--- config.mk ---
export PLATFORM = sky130hd
export DESIGN_NAME = spart_io_arbiter_flat
export DESIGN_NICKNAME = d
export VERILOG_FILES = /design/src/rtl/spart_io_arbiter_pkg.sv /design/src/rtl/spart_io_arbiter_if.sv /design/src/rtl/spart_io_arbiter_rr_arb2.sv /design/src/rtl/spart_io_arbiter.sv /design/src/flat_wrapper.sv
export SDC_FILE = /design/constraint.sdc
export NUM_CORES = 1
export LEC_CHECK = 0
export BUFFER_PORTS_ARGS = -buffer_cell sky130_fd_sc_hd__buf_2
export CAP_MARGIN = 20
export CORE_UTILIZATION = 45
export CTS_CLUSTER_SIZE = 40
export DETAILED_ROUTE_END_ITERATION = 10
export HOLD_SLACK_MARGIN = 0.12
export PLACE_DENSITY = 0.8
export SLEW_MARGIN = 10
export SYNTH_ARGS = -nofsm -noshare
export SYNTH_HDL_FRONTEND = slang
export SYNTH_HIERARCHICAL = 1
export SYNTH_SLANG_ARGS = --single-unit
--- constraint.sdc ---
create_clock -name clk -period 2.41 [get_ports clk]
set_clock_uncertainty 0.05 [all_clocks]
set_input_delay 0 -clock clk [delete_from_list [all_inputs] [get_ports clk]]
set_output_delay 0 -clock clk [all_outputs]
set_load 0.02 [all_outputs]
--- src/rtl/spart_io_arbiter_pkg.sv ---
// rtl/spart_io_arbiter_pkg.sv - shared types and constants for the SPART I/O arbiter
package spart_io_pkg;

   // Top-level sequencer states
   typedef enum logic [1:0] {
      IDLE = 2'd0,
      REQ  = 2'd1,
      GAP  = 2'd2
   } state_e;

   // SPART memory-mapped register addresses
   localparam logic [27:0] SPART_DATA_ADDR   = 28'h800_0000;
   localparam logic [27:0] SPART_STATUS_ADDR = 28'h800_0001;

   // Default bus widths
   localparam int DEF_ADDR_W = 28;
   localparam int DEF_DATA_W = 32;

endpackage

--- src/rtl/spart_io_arbiter_if.sv ---
// rtl/spart_io_arbiter_if.sv - requester and downstream SPART bus bundle
interface spart_io_arbiter_if #(
   parameter int ADDR_W = spart_io_pkg::DEF_ADDR_W,
   parameter int DATA_W = spart_io_pkg::DEF_DATA_W
);
   // Requester side (bit/slice 0 = CPU, 1 = NPU)
   logic [1:0]          req_valid;
   logic [1:0]          req_rw;
   logic [2*ADDR_W-1:0] req_addr;
   logic [2*DATA_W-1:0] req_wdata;
   logic [1:0]          req_ready;
   logic                req_err;
   logic [DATA_W-1:0]   req_rdata;

   // Downstream SPART cache-side port
   logic                io_valid_data;
   logic                io_rw_data;
   logic [ADDR_W-1:0]   mem_addr;
   logic [DATA_W-1:0]   io_wr_data;
   logic                io_ready_data;
   logic [DATA_W-1:0]   io_rd_data;

   // Arbiter view
   modport master (
      input  req_valid, req_rw, req_addr, req_wdata,
      output req_ready, req_err, req_rdata,
      output io_valid_data, io_rw_data, mem_addr, io_wr_data,
      input  io_ready_data, io_rd_data
   );

   // Environment view (requesters plus SPART)
   modport slave (
      output req_valid, req_rw, req_addr, req_wdata,
      input  req_ready, req_err, req_rdata,
      input  io_valid_data, io_rw_data, mem_addr, io_wr_data,
      output io_ready_data, io_rd_data
   );

endinterface

--- src/rtl/spart_io_arbiter_rr_arb2.sv ---
// rtl/spart_io_arbiter_rr_arb2.sv - combinational 2-way round-robin picker
module rr_arb2 (
   input  logic [1:0] req,
   input  logic       last,
   output logic       gnt_id,
   output logic       gnt_any
);

   // Sole requester wins; on contention the one not granted last time wins
   always_comb begin
      gnt_any = |req;
      if (req == 2'b11) begin
         gnt_id = ~last;
      end else begin
         gnt_id = req[1];
      end
   end

endmodule

--- src/rtl/spart_io_arbiter.sv ---
// rtl/spart_io_arbiter.sv - CPU/NPU arbiter and sequencer for the SPART I/O port
module spart_io_arbiter
   import spart_io_pkg::*;
#(
   parameter int TIMEOUT_CYCLES = 1024,
   parameter int ADDR_W         = DEF_ADDR_W,
   parameter int DATA_W         = DEF_DATA_W
) (
   input  logic clk,
   input  logic rst,
   output logic busy,
   spart_io_arbiter_if.master bus
);

   localparam int CNT_W = (TIMEOUT_CYCLES > 1) ? $clog2(TIMEOUT_CYCLES) : 1;
   localparam logic [CNT_W-1:0] CNT_LAST = CNT_W'(TIMEOUT_CYCLES - 1);

   state_e            state_q, state_d;
   logic              last_q, last_d;
   logic              gnt_q, gnt_d;
   logic [CNT_W-1:0]  cnt_q, cnt_d;
   logic              io_valid_q, io_valid_d;
   logic              io_rw_q, io_rw_d;
   logic [ADDR_W-1:0] addr_q, addr_d;
   logic [DATA_W-1:0] wdata_q, wdata_d;
   logic [1:0]        ready_q, ready_d;
   logic              err_q, err_d;
   logic [DATA_W-1:0] rdata_q, rdata_d;
   logic              busy_q, busy_d;

   logic              arb_id;
   logic              arb_any;
   logic              timed_out;
   logic              sel_rw;
   logic [ADDR_W-1:0] sel_addr;
   logic [DATA_W-1:0] sel_wdata;

   rr_arb2 u_rr_arb2 (
      .req     (bus.req_valid),
      .last    (last_q),
      .gnt_id  (arb_id),
      .gnt_any (arb_any)
   );

   // Command of the current arbitration winner and the timeout condition
   always_comb begin
      sel_rw    = arb_id ? bus.req_rw[1] : bus.req_rw[0];
      sel_addr  = arb_id ? bus.req_addr[2*ADDR_W-1:ADDR_W] : bus.req_addr[ADDR_W-1:0];
      sel_wdata = arb_id ? bus.req_wdata[2*DATA_W-1:DATA_W] : bus.req_wdata[DATA_W-1:0];
      timed_out = (cnt_q == CNT_LAST);
   end

   // State register; reset drops any in-flight downstream request
   always_ff @(posedge clk or negedge rst) begin
      if (!rst) begin
         state_q <= IDLE;
      end else begin
         state_q <= state_d;
      end
   end

   // Next-state: grant from IDLE, finish REQ on ready or timeout, single GAP cycle
   always_comb begin
      state_d = state_q;
      case (state_q)
         IDLE:    if (arb_any) state_d = REQ;
         REQ:     if (bus.io_ready_data || timed_out) state_d = GAP;
         GAP:     state_d = IDLE;
         default: state_d = IDLE;
      endcase
   end

   // Output next-values; ready wins over a coincident timeout
   always_comb begin
      last_d     = last_q;
      gnt_d      = gnt_q;
      cnt_d      = cnt_q;
      io_valid_d = io_valid_q;
      io_rw_d    = io_rw_q;
      addr_d     = addr_q;
      wdata_d    = wdata_q;
      rdata_d    = rdata_q;
      ready_d    = 2'b00;
      err_d      = 1'b0;
      case (state_q)
         IDLE: begin
            if (arb_any) begin
               last_d     = arb_id;
               gnt_d      = arb_id;
               cnt_d      = '0;
               io_valid_d = 1'b1;
               io_rw_d    = sel_rw;
               addr_d     = sel_addr;
               wdata_d    = sel_wdata;
            end
         end
         REQ: begin
            if (bus.io_ready_data) begin
               io_valid_d = 1'b0;
               rdata_d    = io_rw_q ? '0 : bus.io_rd_data;
               ready_d    = gnt_q ? 2'b10 : 2'b01;
            end else if (timed_out) begin
               io_valid_d = 1'b0;
               rdata_d    = '0;
               err_d      = 1'b1;
               ready_d    = gnt_q ? 2'b10 : 2'b01;
            end else begin
               cnt_d = cnt_q + CNT_W'(1);
            end
         end
         default: begin
         end
      endcase
      busy_d = (state_d != IDLE);
   end

   // Registered datapath and outputs
   always_ff @(posedge clk or negedge rst) begin
      if (!rst) begin
         last_q     <= 1'b1;
         gnt_q      <= 1'b0;
         cnt_q      <= '0;
         io_valid_q <= 1'b0;
         io_rw_q    <= 1'b0;
         addr_q     <= '0;
         wdata_q    <= '0;
         ready_q    <= 2'b00;
         err_q      <= 1'b0;
         rdata_q    <= '0;
         busy_q     <= 1'b0;
      end else begin
         last_q     <= last_d;
         gnt_q      <= gnt_d;
         cnt_q      <= cnt_d;
         io_valid_q <= io_valid_d;
         io_rw_q    <= io_rw_d;
         addr_q     <= addr_d;
         wdata_q    <= wdata_d;
         ready_q    <= ready_d;
         err_q      <= err_d;
         rdata_q    <= rdata_d;
         busy_q     <= busy_d;
      end
   end

   assign bus.io_valid_data = io_valid_q;
   assign bus.io_rw_data    = io_rw_q;
   assign bus.mem_addr      = addr_q;
   assign bus.io_wr_data    = wdata_q;
   assign bus.req_ready     = ready_q;
   assign bus.req_err       = err_q;
   assign bus.req_rdata     = rdata_q;
   assign busy              = busy_q;

endmodule

--- src/flat_wrapper.sv ---
// flat-port wrapper written by rule: the top's interface ports become plain ports
module spart_io_arbiter_flat import spart_io_pkg::*;
#(
   parameter int TIMEOUT_CYCLES = 1024,
   parameter int ADDR_W         = DEF_ADDR_W,
   parameter int DATA_W         = DEF_DATA_W
)
  (clk, rst, busy, bus_req_valid, bus_req_rw, bus_req_addr, bus_req_wdata, bus_req_ready, bus_req_err, bus_req_rdata, bus_io_valid_data, bus_io_rw_data, bus_mem_addr, bus_io_wr_data, bus_io_ready_data, bus_io_rd_data);
  spart_io_arbiter_if #(.ADDR_W(ADDR_W), .DATA_W(DATA_W)) bus_i ();
  input  logic clk;
  input  logic rst;
  output logic busy;
  input wire logic [$bits(bus_i.req_valid)-1:0] bus_req_valid;
  input wire logic [$bits(bus_i.req_rw)-1:0] bus_req_rw;
  input wire logic [$bits(bus_i.req_addr)-1:0] bus_req_addr;
  input wire logic [$bits(bus_i.req_wdata)-1:0] bus_req_wdata;
  output wire logic [$bits(bus_i.req_ready)-1:0] bus_req_ready;
  output wire logic [$bits(bus_i.req_err)-1:0] bus_req_err;
  output wire logic [$bits(bus_i.req_rdata)-1:0] bus_req_rdata;
  output wire logic [$bits(bus_i.io_valid_data)-1:0] bus_io_valid_data;
  output wire logic [$bits(bus_i.io_rw_data)-1:0] bus_io_rw_data;
  output wire logic [$bits(bus_i.mem_addr)-1:0] bus_mem_addr;
  output wire logic [$bits(bus_i.io_wr_data)-1:0] bus_io_wr_data;
  input wire logic [$bits(bus_i.io_ready_data)-1:0] bus_io_ready_data;
  input wire logic [$bits(bus_i.io_rd_data)-1:0] bus_io_rd_data;
  assign bus_i.req_valid = bus_req_valid;
  assign bus_i.req_rw = bus_req_rw;
  assign bus_i.req_addr = bus_req_addr;
  assign bus_i.req_wdata = bus_req_wdata;
  assign bus_req_ready = bus_i.req_ready;
  assign bus_req_err = bus_i.req_err;
  assign bus_req_rdata = bus_i.req_rdata;
  assign bus_io_valid_data = bus_i.io_valid_data;
  assign bus_io_rw_data = bus_i.io_rw_data;
  assign bus_mem_addr = bus_i.mem_addr;
  assign bus_io_wr_data = bus_i.io_wr_data;
  assign bus_i.io_ready_data = bus_io_ready_data;
  assign bus_i.io_rd_data = bus_io_rd_data;
  spart_io_arbiter #(.TIMEOUT_CYCLES(TIMEOUT_CYCLES), .ADDR_W(ADDR_W), .DATA_W(DATA_W)) u_core (.clk(clk), .rst(rst), .busy(busy), .bus(bus_i));
endmodule
After elaboration in Yosys (flattened, before gate mapping)
Cells that the tools add are included.
- mux-type cells: 25
- bitwise gates (word level): 1
- $add $sub $neg: 1
- reductions and logical operators: 10
- equality and inequality tests: 7
- operator list (operator ; count):
    32-bit two-way mux ; 4
    10-bit two-way mux ; 3
    28-bit two-way mux ; 1
    10-bit one-hot mux with 2 select lines ; 1
    2-bit two-way mux ; 6
    10-bit by 1-bit adder with 10-bit output, second input constant ; 1
    10-bit equality test, second input constant ; 1
    1-bit two-way mux ; 8
    2-bit nonzero test ; 3
    2-bit inequality test, second input constant ; 2
    2-bit one-hot mux with 2 select lines ; 1
    2-bit AND reduction ; 2
    4-bit AND reduction ; 1
    3-bit by 2-bit inequality test with 1-bit output, second input constant ; 1
    3-bit AND reduction ; 1
    2-bit by 1-bit equality test with 1-bit output, second input constant ; 1
    2-bit equality test, second input constant ; 1
    2-bit logical NOT ; 1
    2-bit by 1-bit inequality test with 1-bit output, second input constant ; 1
    1-bit one-hot mux with 2 select lines ; 1
    2-bit OR reduction ; 1
    1-bit logical OR ; 1
    1-bit NOT ; 1
- bits of input ports: 159
- output and inout bits: 98
- word-level logic and storage cells: 56
- bits in registers: 112

Depth between registers and ports, before layout
Gate-level depths: netlist (run 1).
- depth after elaboration: 5
- mapped depth: 7
- mapped depth without buffers: 5

Modules after synthesis
Netlist (run 1), hierarchy kept.
- modules (own cells, without submodules) (module ; area each (um2) ; instances ; cells an instance ; sequential area each (um2)):
    spart_io_arbiter ; 4738.3 ; 1 ; 423 ; 2803.9
    rr_arb2 ; 13.8 ; 1 ; 2 ; 0.0

Least setup slack after synthesis (run 1)
No wires, ideal clock.
- path kind: reg-to-reg
- start point: register u_core.cnt_q[0]
- end point: register u_core.rdata_q[10] (netlist: u_core/bus.req_rdata[10])
- arrival: 1.677 ns
- setup time: 0.066 ns
- cell stages (with the launch flop): 7
- path buffers: 1
- clock period less this slack: 1.794 ns
- data required time: 2.294 ns
- setup slack: 0.616 ns
- cell sequence: dfrtp_1 > ha_1 > nand4_1 > nor3_1 > o21ai_1 > clkbuf_1 > a22o_1
- longest elaborated chain between the ends: 3
- RTL lines (what ; RTL line ; text):
    from (decl) ; spart_io_arbiter.sv:21 ; logic [CNT_W-1:0] cnt_q, cnt_d;
    from (signal assigned) ; spart_io_arbiter.sv:134 ; cnt_q <= cnt_d;
    10-bit equality test ; spart_io_arbiter.sv:50 ; timed_out = (cnt_q == CNT_LAST);
    2-bit nonzero test (no line) ; n/a ;
    2-bit AND reduction (no line) ; n/a ;
    to (signal assigned) ; spart_io_arbiter.sv:141 ; rdata_q <= rdata_d;
    to (decl) ; spart_io_arbiter.sv:28 ; logic [DATA_W-1:0] rdata_q, rdata_d;
Every way passes these cells.
A chain may end at the register's enable or synchronous reset.

Worst setup path in the final report (run 1)
- start point: register u_core.last_q
- end point: register u_core.wdata_q[4] (netlist: u_core/bus.io_wr_data[4])
- longest elaborated chain between the ends: 3
- RTL lines (what ; RTL line ; text):
    from (decl) ; spart_io_arbiter.sv:19 ; logic last_q, last_d;
    from (signal assigned) ; spart_io_arbiter.sv:132 ; last_q <= last_d;
    1-bit NOT ; spart_io_arbiter_rr_arb2.sv:13 ; gnt_id = ~last;
    1-bit two-way mux ; spart_io_arbiter_rr_arb2.sv:12 ; if (req == 2'b11) begin
    named net u_core.arb_id ; spart_io_arbiter.sv:31 ; logic arb_id;
    32-bit two-way mux ; spart_io_arbiter.sv:49 ; sel_wdata = arb_id ? bus.req_wdata[2*DATA_W-1:DATA_W] : bus.req_wdata[DATA_W-1:0];
    to (signal assigned) ; spart_io_arbiter.sv:138 ; wdata_q <= wdata_d;
    to (decl) ; spart_io_arbiter.sv:25 ; logic [DATA_W-1:0] wdata_q, wdata_d;
The timed path passes the listed nets, and every way through them passes these cells.

==> results of run 1 <==
## cells by family after synthesis
| group | Yosys count | synth area share |
|---|---|---|
| compound gates | 116 | 0.154 |
| fa+ha+maj | 1 | 0.00263 |
| buf+inv | 31 | 0.0261 |
| flops | 112 | 0.590 |
| mux | 61 | 0.128 |
| simple gates | 104 | 0.0993 |
## synthesized netlist by cell type (3+ instances only)
cell / count
dfrtp_1: 111
clkbuf_1: 21
o31ai_1: 4
nor3b_1: 3
mux2i_1: 61
nor2_1: 4
buf_2: 6
nand3_1: 7
or4_1: 3
a21oi_1: 7
nand2_1: 72
o21ai_0: 64
a22o_1: 32
## layer usage
metal	vias up	GRT usage	wire, um	part of all wire
met5	-	0	0	0
met4	0	0.175	882	0.052
met3	81	0.0636	1060	0.063
met2	276	0.547	8740	0.52
met1	2433	0.332	6130	0.36
li1	2334	-	-	-
## power groups by stage
| stage | clock [mW] | combinational (mW) | sequential (mW) |
|---|---|---|---|
| 2_1_floorplan | 0 | 1.27 | 4.00 |
| 3_3_place_gp | 0 | 3.39 | 3.09 |
| 3_5_place_dp | 0 | 3.50 | 3.13 |
| 4_1_cts | 1.13 | 3.81 | 3.10 |
| 5_1_grt | 1.19 | 4.23 | 3.24 |
| 6_report | 1.09 | 3.97 | 3.15 |
## registers in the layout, indices dropped and copies added (netlist names), 2 cells and up
signal / cells
u_core/bus.mem_addr: 28
u_core/state_q: 2
u_core/bus.req_rdata: 32
u_core/bus.io_wr_data: 32
u_core/bus.req_ready: 2
u_core/cnt_q: 10
## worst max path at each step
stage / from / end / depth (start not counted)
after floorplan: u_core/cnt_q[0]$_DFFE_PN0P_ / u_core/bus.req_rdata[10]$_DFFE_PN0P_ / 6
after global placement: u_core/cnt_q[0]$_DFFE_PN0P_ / u_core/bus.req_rdata[17]$_DFFE_PN0P_ / 6
after detailed placement: u_core/cnt_q[0]$_DFFE_PN0P_ / u_core/bus.req_rdata[10]$_DFFE_PN0P_ / 6
after CTS: u_core/last_q$_DFFE_PN1P_ / u_core/bus.mem_addr[10]$_DFFE_PN0P_ / 5
after global routing: u_core/last_q$_DFFE_PN1P_ / u_core/bus.io_wr_data[4]$_DFFE_PN0P_ / 6
final: u_core/last_q$_DFFE_PN1P_ / u_core/bus.io_wr_data[4]$_DFFE_PN0P_ / 6
## worst register-to-register path, stage by stage (launching register included)
cell and delay, ns:
dfstp_2 0.57, a21boi_4 0.06, buf_12 0.14, buf_12 0.18, mux2i_1 0.15, dlygate4sd3_1 0.57, o21ai_0 0.24
## repair_timing
item	4_1_cts	5_1_grt
hold buffers	156	0
setup endpoints to repair	0	2
hold endpoints to repair	148	0
buffers inserted	0	8
## final cells by class
class                   instances  area, um^2
diodes                          1        2.50
clock inverters                 6        57.6
inverters                       2        7.51
flip-flops and latches        112        2800
clock buffers                  10         138
multi-input cells             282        1850
well taps                     136         170
fillers                       599        2220
repair buffers                430        3030
## through the flow
step	instance area (um^2)	setup slack [ns]	std cells	hold WS [ns]
4_1_cts	7990	0.132	970	0.177
3_3_place_gp	6230	0.616	798	0.0275
2_1_floorplan	4750	0.616	425	-0.346
5_1_grt	8060	0.260	979	0.211
6_report	8060	0.343	979	0.164
3_5_place_dp	6230	0.526	798	0.0248
==> out/results.ini, run 1 <==
[drt]
drt_first_pass_iters = 5
drtAntennaViolNets = 0
via_per_inst = 5.23
vias = 5124
post_drt_wl_per_cell_um = 17.2
drc = 0
drt_wl_total_um = 16800
dr.first_iter.drc_count = 239

[logic_synthesis]
synth_top_cell_area_share = 0.585
synthCells = 425
ys_ff_latch = 112
synth_edf_count = 0
synth_area_leaders = dfrtp_1, mux2i_1, o21ai_0
netlist_area_um2 = 4750
async_flop_share = 1.00
ys.flop_type = dfrtp_1
avgSynthCellArea_um2 = 11.2
synth-seq-area-share = 0.590
ys_warn_count = 6
yosysTopAreaCell = dfrtp_1
synth_nets = 585
netlist-cell-type-count = 37

[cells_and_area]
layout-area-overhead-vs-synth_pct = 69.6
layout-drive-gt1-share = 0.357
post-route-util = 0.784
most-common-layout-cells = buf_2, dlygate4sd3_1, dfrtp_1
final_nets = 997
layout_commonest_cell = buf_2

[critical_path]
required_ns = 2.61
rr_startpoint = u_core/last_q$_DFFE_PN1P_
worst-setup-path-type = flop to flop
critPathArrivalTime_ns = 2.27
r2r_cells = 6
crit_top_cell = buf_12
critPathBufInv = 3
crit_chain = a21boi_4 -> buf_12 -> buf_12 -> mux2i_1 -> dlygate4sd3_1 -> o21ai_0
cp_slowest_cell = dfstp_2
critPathMaxFanout = 32
slowest_delay_ns = 0.57
startpoint_type = flop
rrSetupSlack_ns = 0.34
crit_path_end_kind = flop
r2r-end = u_core/bus.io_wr_data[4]$_DFFE_PN0P_
crit_family = buffers and inverters

[grt]
grt_max_degree = 92
grt_overflow = 0
grt_use_total = 0.305
grt_pass1_vias = 5313
grt_pass1_wl_um = 26200
antenna_found_initial = 1

[floorplan]
die-area_um2 = 11000
die_w_um = 105
core_area_um2 = 10300
initial_core_util = 0.462
io_pins = 257
rows = 37
die_h_um = 105

[sta]
period_minus_slack_ns = 2.07
relSlewSlack = 0.565
setup_tns_ns = 0
fmax_mhz = 484
drv_slew = 0
tightest_slew_ns = 0.653
rsz0062_at_grt = false
finalHoldViolations = 0
finalSetupViolCount = 0
period_share = 0.857

[cts]
cts_sinks = 112
clk_path_buf_depth = 2
clock_latency_ns = 0.36
ctsResizeCount = 0
root_buffer = clkbuf_8
ctsHtreeMaxLevel = 3
numCtsBuffers = 9
cts.clk_slew.worst_paths_ns = 0.12
cts_tree = yes

[placed_design]
dp_hpwl_um = 9140
gp_congestion = 0.869
port_buffers = 256

[power]
sw_frac_of_total = 0.434
p_leak_nw = 4.14
p_seq_frac = 0.383
power_mw = 8.21
p_clk_frac = 0.133
pwr-share-comb = 0.484
cellInternalPower_mw = 4.65
power_switching_mw = 3.56
p_per_area_nw_per_um2 = 1020
ir_worst_vdd_v = 0.000568

[hold_path]
hold_path.class = input port to async pin

[run_status]
status = complete, no violations

[job]
maxCapViolCount = 0

Note: power is estimated with default switching activity, not from simulation.
==> inputs of run 2 (changes only) <==
SYNTH_HIERARCHICAL = unset   (was 1)
==> run 2 against run 1 <==
  * Synthesized cell count is 0.71% higher
  * Register-to-register slack got worse by 0.14 ns
  * Count of clock-buffer cells in the layout down 1
  * Hold slack got worse by 0.014 ns
  * First-iteration DRC count grew 33%
  * Global-route usage increased by 1.5 points
  * Combinational power barely moved
  * Critical path depth decreased by 1
  * Area after synthesis grew 1.2%
  * Cell area is essentially flat
  * Wire length rose by 2.2%
  * Final cell count is 0.31% lower
  * Critical path type unchanged
  * Largest power group unchanged
==> out/results.ini, run 2 <==
[run_status]
status = complete, no violations

[job]
maxCapViolCount = 0

[cts]
ctsResizeCount = 0
cts.clk_slew.worst_paths_ns = 0.12
clk_path_buf_depth = 2
ctsHtreeMaxLevel = 3
cts_tree = yes
numCtsBuffers = 9
cts_sinks = 112
cts_setup_buffers = 0
root_buffer = clkbuf_8
clock_latency_ns = 0.36
ctsHoldBuffers = 159

[power]
p_clk_frac = 0.147
power_switching_mw = 3.62
pwr-share-comb = 0.472
p_leak_nw = 4.14
cellInternalPower_mw = 4.81
ir_worst_vdd_v = 0.000552
p_seq_frac = 0.381
p_per_area_nw_per_um2 = 1050
sw_frac_of_total = 0.430

[logic_synthesis]
avgSynthCellArea_um2 = 11.2
async_flop_share = 1.00
synth_area_leaders = dfrtp_1, mux2i_1, o21ai_0
yosysTopAreaCell = dfrtp_1
synthMostInstantiatedCell = dfrtp_1
synth_nets = 588
synth_edf_count = 0
netlist_area_um2 = 4810
synthCells = 428
synth_commonest_cells = dfrtp_1, nand2_1, o21ai_0, mux2i_1, a22o_1
ys.flop_type = dfrtp_1
ys_warn_count = 0
netlist-cell-type-count = 35
ys_ff_latch = 112
synth-seq-area-share = 0.583
synth_top_cell_area_share = 0.578

[sta]
layout_setup_ws_ns = 0.208
drv_slew = 0
period_share = 0.914
finalHoldViolations = 0
tightest_slew_ns = 0.880
finalSetupViolCount = 0
relSlewSlack = 0.411
period_minus_slack_ns = 2.20
setup_tns_ns = 0
fmax_mhz = 454
rsz0062_at_grt = false

[cells_and_area]
final_nets = 996
n_antenna_cell = 0
layout-drive-gt1-share = 0.346
most-common-layout-cells = buf_2, dlygate4sd3_1, dfrtp_1
layout_commonest_cell = buf_2
layout-area-overhead-vs-synth_pct = 67.5

[grt]
grt_max_degree = 45
grt_pass1_vias = 5541
grt_use_total = 0.320
grt_pass1_wl_um = 27600
antenna_found_initial = 1
grt_overflow = 0

[drt]
drt_first_pass_iters = 5
dr.first_iter.drc_count = 319
vias = 5224
drc = 0
post_drt_wl_per_cell_um = 17.6
drtAntennaViolNets = 0
via_per_inst = 5.35
drt_wl_total_um = 17200

[critical_path]
required_ns = 2.59
crit_path_end_kind = flop
startpoint_type = flop
critPathArrivalTime_ns = 2.39
worst-setup-path-type = flop to flop
critPathMaxFanout = 26

[floorplan]
io_pins = 257
initial_core_util = 0.466
die-area_um2 = 11100
core_area_um2 = 10300
die_h_um = 105
rows = 37
die_w_um = 105

[placed_design]
dp_hpwl_um = 9320
pre_cts_slack_ns = 0.607
port_buffers = 256
gp_congestion = 0.816

[hold_path]
hold_path.class = input port to async pin

run 2: area by class of cell:
class	instances	area, um^2
repair buffers	425	2990
well taps	136	170
flip-flops and latches	112	2800
fillers	586	2270
multi-input cells	281	1850
inverters	7	26.3
clock buffers	9	124
clock inverters	6	91.3
run 2: worst max-delay path, cell delays in order (launching register included):
cell and delay [ns]:
dfstp_2 0.40, a21boi_4 0.18, buf_4 0.42, mux2i_1 0.29
dlygate4sd3_1 0.58, o21ai_0 0.12
run 2: cells by family (layout without fill, tap and decap cells):
family / after synthesis / after routing / synth area share
adders and majority gates: 1 / 1 / 0.00260
DFF: 112 / 112 / 0.583
and+or+nand+nor: 96 / 96 / 0.0882
muxes: 61 / 61 / 0.127
buffers and inverters: 35 / 447 / 0.0375
AOI/OAI and AO/OA: 123 / 123 / 0.162
run 2: per-stage QoR:
| stage | hold slack (ns) | instances | power [mW] | instance area, um^2 | util |
|---|---|---|---|---|---|
| 2_1_floorplan | -0.346 | 428 | 5.38 | 4810 | - |
| 3_3_place_gp | -0.0618 | 802 | 6.57 | 6240 | 0.604 |
| 3_5_place_dp | -0.0516 | 802 | 6.71 | 6240 | 0.604 |
| 4_1_cts | 0.136 | 976 | 8.26 | 8050 | 0.780 |
| 5_1_grt | 0.155 | 976 | 8.93 | 8050 | 0.780 |
| 6_report | 0.150 | 976 | 8.43 | 8050 | 0.780 |
run 2: worst paths after layout:
path,startpoint,to,slack [ns],depth (start not counted)
worst min register to register,u_core.gnt_q$_DFFE_PN0P_,u_core.bus.req_ready[0]$_DFF_PN0_,0.40,1
worst min-delay path,rst,u_core.bus.mem_addr[7]$_DFFE_PN0P_,0.15,3
worst max register to register,u_core.last_q$_DFFE_PN1P_,u_core.bus.io_wr_data[4]$_DFFE_PN0P_,0.21,5
min in group clk,bus_req_valid[0],u_core.cnt_q[2]$_DFFE_PN0P_,0.15,4
max in group asynchronous,rst,u_core.bus.req_rdata[28]$_DFFE_PN0P_,1.72,3
worst max-delay path,u_core.last_q$_DFFE_PN1P_,u_core.bus.io_wr_data[4]$_DFFE_PN0P_,0.21,5
run 2: power groups by stage:
| stage | combinational, mW | sequential, mW | clock (mW) |
|---|---|---|---|
| floorplan | 1.34 | 4.04 | 0 |
| global placement | 3.43 | 3.14 | 0 |
| detailed placement | 3.53 | 3.19 | 0 |
| CTS | 3.85 | 3.16 | 1.25 |
| global route | 4.30 | 3.29 | 1.34 |
| finish | 3.98 | 3.21 | 1.24 |
run 2: layer usage:
layer,GRT usage,vias up,routed length (um)
met5,0,-,0
met4,0.194,0,904
met3,0.0625,82,1210
met2,0.559,308,8770
met1,0.361,2508,6290
li1,-,2326,-
